$ cat src/rtl/alu_result_queue.sv
// Result FIFO behind the ALU with valid/ready output and sticky overflow status.
// Define ALU_QUEUE_OVF_COUNT_EN to build the saturating overflow counter.
module alu_result_queue #(
    parameter int data_width = 16,
    parameter int depth      = 4
) (
    input  logic                    clk,
    input  logic                    reset_n,
    input  logic                    in_valid,
    output logic                    in_ready,
    input  logic [data_width-1:0]   in_C,
    input  logic                    in_OverflowFlag,
    input  logic [3:0]              in_FuncCode,
    output logic                    out_valid,
    input  logic                    out_ready,
    output logic [data_width-1:0]   out_C,
    output logic                    out_OverflowFlag,
    output logic [3:0]              out_FuncCode,
    output logic [$clog2(depth):0]  count,
    output logic                    sticky_ovf,
    input  logic                    clear_sticky,
    output logic [7:0]              ovf_count
);
    localparam int PW = $clog2(depth);
    localparam int CW = PW + 1;
    localparam int EW = data_width + 5;

    logic [depth-1:0][EW-1:0] mem_q, mem_d;
    logic [PW-1:0]            wr_ptr_q, wr_ptr_d, rd_ptr_q, rd_ptr_d;
    logic [CW-1:0]            count_q, count_d;
    logic                     sticky_q, sticky_d;
    logic                     push, pop, push_ovf;

    // Handshake depends only on registered occupancy; a full queue never
    // accepts, even when the head is leaving this cycle.
    assign in_ready  = (count_q != CW'(depth));
    assign out_valid = (count_q != '0);
    assign push      = in_valid && in_ready;
    assign pop       = out_valid && out_ready;
    assign push_ovf  = push && in_OverflowFlag;

    assign {out_C, out_OverflowFlag, out_FuncCode} = mem_q[rd_ptr_q];
    assign count      = count_q;
    assign sticky_ovf = sticky_q;

    always_comb begin
        mem_d    = mem_q;
        wr_ptr_d = wr_ptr_q;
        rd_ptr_d = rd_ptr_q;
        count_d  = count_q;
        sticky_d = sticky_q;
        if (push) begin
            mem_d[wr_ptr_q] = {in_C, in_OverflowFlag, in_FuncCode};
            wr_ptr_d        = wr_ptr_q + PW'(1);
        end
        if (pop)
            rd_ptr_d = rd_ptr_q + PW'(1);
        if (push && !pop)
            count_d = count_q + CW'(1);
        else if (pop && !push)
            count_d = count_q - CW'(1);
        if (clear_sticky)
            sticky_d = 1'b0;
        if (push_ovf)
            sticky_d = 1'b1;
    end

    always_ff @(posedge clk or negedge reset_n) begin
        if (!reset_n) begin
            mem_q    <= '0;
            wr_ptr_q <= '0;
            rd_ptr_q <= '0;
            count_q  <= '0;
            sticky_q <= 1'b0;
        end else begin
            mem_q    <= mem_d;
            wr_ptr_q <= wr_ptr_d;
            rd_ptr_q <= rd_ptr_d;
            count_q  <= count_d;
            sticky_q <= sticky_d;
        end
    end

`ifdef ALU_QUEUE_OVF_COUNT_EN
    logic [7:0] ovf_cnt_q, ovf_cnt_d;

    // A clear that coincides with an overflow push restarts the count at 1.
    always_comb begin
        ovf_cnt_d = ovf_cnt_q;
        if (clear_sticky)
            ovf_cnt_d = push_ovf ? 8'd1 : 8'd0;
        else if (push_ovf && ovf_cnt_q != 8'hff)
            ovf_cnt_d = ovf_cnt_q + 8'd1;
    end

    always_ff @(posedge clk or negedge reset_n) begin
        if (!reset_n) ovf_cnt_q <= '0;
        else          ovf_cnt_q <= ovf_cnt_d;
    end

    assign ovf_count = ovf_cnt_q;
`else
    assign ovf_count = 8'd0;
`endif
endmodule

$ cat config.mk
export PLATFORM = sky130hd
export DESIGN_NAME = alu_result_queue
export DESIGN_NICKNAME = d
export VERILOG_FILES = /design/src/rtl/alu_result_queue.sv
export SDC_FILE = /design/constraint.sdc
export NUM_CORES = 1
export LEC_CHECK = 0
export ABC_AREA = 1
export ABC_CLOCK_PERIOD_IN_PS = 4800
export CAP_MARGIN = 30
export CORE_MARGIN = 1.5
export CORE_UTILIZATION = 62
export CTS_BUF_LIST = sky130_fd_sc_hd__clkbuf_2 sky130_fd_sc_hd__clkbuf_4 sky130_fd_sc_hd__clkbuf_8
export DETAILED_ROUTE_END_ITERATION = 16
export GPL_ROUTABILITY_DRIVEN = 0
export GPL_TIMING_DRIVEN = 1
export PLACE_DENSITY_LB_ADDON = 0.08
export SYNTH_ARGS = -nofsm -noshare
export SYNTH_HDL_FRONTEND = slang
export SYNTH_SLANG_ARGS = --single-unit
$ cat constraint.sdc
create_clock -name clk -period 4.8 [get_ports clk]
set_clock_uncertainty 0.15 [all_clocks]
set_input_delay 0.96 -clock clk [delete_from_list [all_inputs] [get_ports clk]]
set_output_delay 0.96 -clock clk [all_outputs]
set_load 0.005 [all_outputs]
==> key figures <==
Die
  – Num rows: 31
  – Die X: 90.69 um
  – Die Area: around 0.0082 mm2
  – Initial core utilization: 0.6503
  – I/O pins: 61
  – Core area: 0.007331 mm2
  – Die Y-Extent: 90.69 um

Route
  – DRC: 0
  – Met3 wire len: 947 um
  – Routed wire per std cell: 17.15 um
  – Final antenna-violating net count: 0
  – Via-to-Cell Ratio: 5.948
  – Routed WL: 12090 um
  – Via count: 4193
  – Top Metal Used: met4
  – Wl on met1: 4902 um
  – Initial DRC count: approximately 320
  – Drt pass-1 iters: 5
  – Met2 wire len: 5983 um

STA
  – Max Clock Freq: 272.6 MHz
  – Final hold violation count: 0
  – Final worst slack: 1.132 ns
  – Max Slew Vio Count: 0
  – Unrepaired setup endpoints after global routing: no
  – Final setup vio count: 0
  – Share of the clock period used by the worst path: 0.7641
  – Slew @ Worst Pin: between 0.9 and 1 ns
  – Final setup TNS: 0 ns
  – Hold_ws: 0.3238 ns
  – Relative slew slack: 0.3436
  – Final min period: 3.668 ns

Synthesis
  – Top cell type's share of synthesized area: 0.4829
  – Synth top area cells: dfrtp_1 (48%), nand2_1 (14%), nand4_1 (11%)
  – Gate Count Post-Synth: 580
  – Post-synth cell types: 22
  – #FFs+latches synth: between 90 and 100
  – Cell taking the most area after synthesis: dfrtp_1
  – Mean area per synthesized cell: just over 8 um2
  – Mapped Area: 0.004767 mm2
  – Seq/Total Area, Yosys: 0.4829
  – Synth warn: 0

GRT
  – Grt ovf: 0
  – GRT Util Overall: 0.3131
  – Initial antenna violation count: 0
  – Vias in the first global route: approximately 4200
  – First-pass GRT wire length: 20310 um
  – Largest net degree at the start of global routing: 65

Clock tree
  – Post-cts sizing count: 0
  – CTS tree: done
  – Hold_buf cts: 0
  – CTS buffer count: 9
  – Sink Count: between 90 and 100
  – Clk root buf: clkbuf_8
  – Buffer depth of the longest clock path: 2
  – Htree depth: 3
  – Worst-path clk slew: ~0.09 ns
  – Post-CTS setup buffers: 0
  – Clk Latency, worst-skew pair: around 0.36 ns

Place
  – Placed Area: about 0.005 mm2
  – Pre-CTS WS: ~1.5 ns
  – Port bufs: 52
  – Final HPWL DP: 7246 um

Layout
  – Fill cells: roughly 550
  – Ant. Diodes: 0
  – Nets: around 630
  – Register area: 0.002302 mm2
  – Share of cells above drive strength 1: 0.07096
  – Area of the multi-input gates: ~0.0021 mm2
  – Final Core Density: 0.7307
  – Layout area overhead: 12.36%
  – Post-route cell area: roughly 0.0054 mm2

Worst setup path
  – Max Fanout on Critical Path: 26
  – Worst endpoint data arrival time: between 2 and 3 ns
  – Critical path capture point type: output port
  – Worst stage delay on the critical path: 0.81 ns
  – Most used cell, CP: nor2_1
  – WP data required: 3.69 ns
  – Worst path cell trace: buf_4, nor2_1, nor2_1, o21ai_0, o21ai_1, clkdlybuf4s50_1
  – Critical path type: reg2out
  – CP max-delay cell: dfrtp_1
  – Startpoint class of the critical path: flop

Pwr
  – P per Cell Area: 705.0 mW/mm2
  – Peak supply drop: 0.3507 mV
  – Leakage: 2.621 nW

Worst hold path
  – Hold WC Path Type: reg2reg

Job
  – MaxCap Viol Count: 0

Status
  – Status: finished clean
-- cell usage after synthesis, drive strengths merged --
cell and n:
nand2 191, dfrtp 92, nand4 85, nor2 64, o21ai 64, buf 49, inv 10, nand3 9
clkbuf 8, ha 5, conb 1, fa 1, xnor2 1
-- metal layers --
layer / vias to the layer above / track usage
met5: - / 0
met3: 26 / 0.04377
met4: 0 / 0.1455
li1: 1969 / -
met2: 207 / 0.5194
met1: 1991 / 0.4062
-- logic make-up (layout without fill, tap and decap cells) --
logic type,after synthesis,after routing,share of synthesized area
AND/OR/NAND/NOR,349,349,0.3386
flip-flops,92,92,0.4829
buffers and inverters,67,86,0.09134
AO/OA/AOI/OAI,64,64,0.06719
adder cells (fa/ha/maj),6,6,0.01732
other,1,8,0.0007866
XOR/XNOR,1,1,0.001838
-- worst max-delay path, delay by kind of cell (launching register included) --
| kind | cells | cell delay (ns) |
|---|---|---|
| compound gates | 2 | 0.25 |
| buf+inv | 2 | 0.94 |
| flops | 1 | 0.81 |
| simple gates | 2 | 0.19 |
-- report_power, final --
| part | switching (mW) | internal, mW | total, mW | leakage [nW] |
|---|---|---|---|---|
| registers | 0.240 | 1.13 | 1.37 | 1.15 |
| logic | 1.05 | 0.773 | 1.82 | 1.36 |
| clock network | 0.276 | 0.308 | 0.584 | 0.111 |
-- registers in the layout, indices dropped and copies added (netlist names) --
| register | cells |
|---|---|
| count | 3 |
| rd_ptr_q | 2 |
| sticky_ovf | 1 |
| mem_q | 84 |
| wr_ptr_q | 2 |
-- cells in the final DEF (no fill, tap or decap), drive strengths merged --
| cell type | count |
|---|---|
| clkbuf | 12 |
| fa | 1 |
| conb | 8 |
| nand2 | 191 |
| clkinv | 1 |
| ha | 5 |
| clkdlybuf4s50 | 50 |
| xnor2 | 1 |
| nand3 | 9 |
| buf | 9 |
| o21ai | 64 |
| inv | 11 |
| bufinv | 2 |
| clkinvlp | 1 |
| dfrtp | 92 |
| nand4 | 85 |
| nor2 | 64 |
-- worst paths after layout --
kind                            cells after the start   startpoint     endpoint  slack [ns]
worst max-delay path                                6  rd_ptr_q[0]     out_C[8]        1.13
worst min-delay path                                2    mem_q[72]    mem_q[72]        0.32
worst max register to register                      6     count[0]    mem_q[71]        2.11
worst min register to register                      2    mem_q[72]    mem_q[72]        0.32
max in group asynchronous                           2      reset_n    mem_q[29]        3.09
min in group asynchronous                           1      reset_n  wr_ptr_q[0]        0.50
-- final cells by class --
cell class,count,share of cell area
sequential,92,0.4298
multi-input combinational,428,0.3838
timing repair buffer,60,0.1140
clock buffer,11,0.02593
tap,99,0.02313
clock inverter,5,0.01588
inverter,10,0.007475
-- metrics by stage --
stage | instances | total power [mW]
final | 705 | 3.776
after global routing | 705 | 4.067
after CTS | 704 | 3.753
after detailed placement | 688 | 3.165
after global placement | 687 | 3.082
after floorplan | 587 | 2.495
No activity file was read; power rests on OpenSTA's default activity.
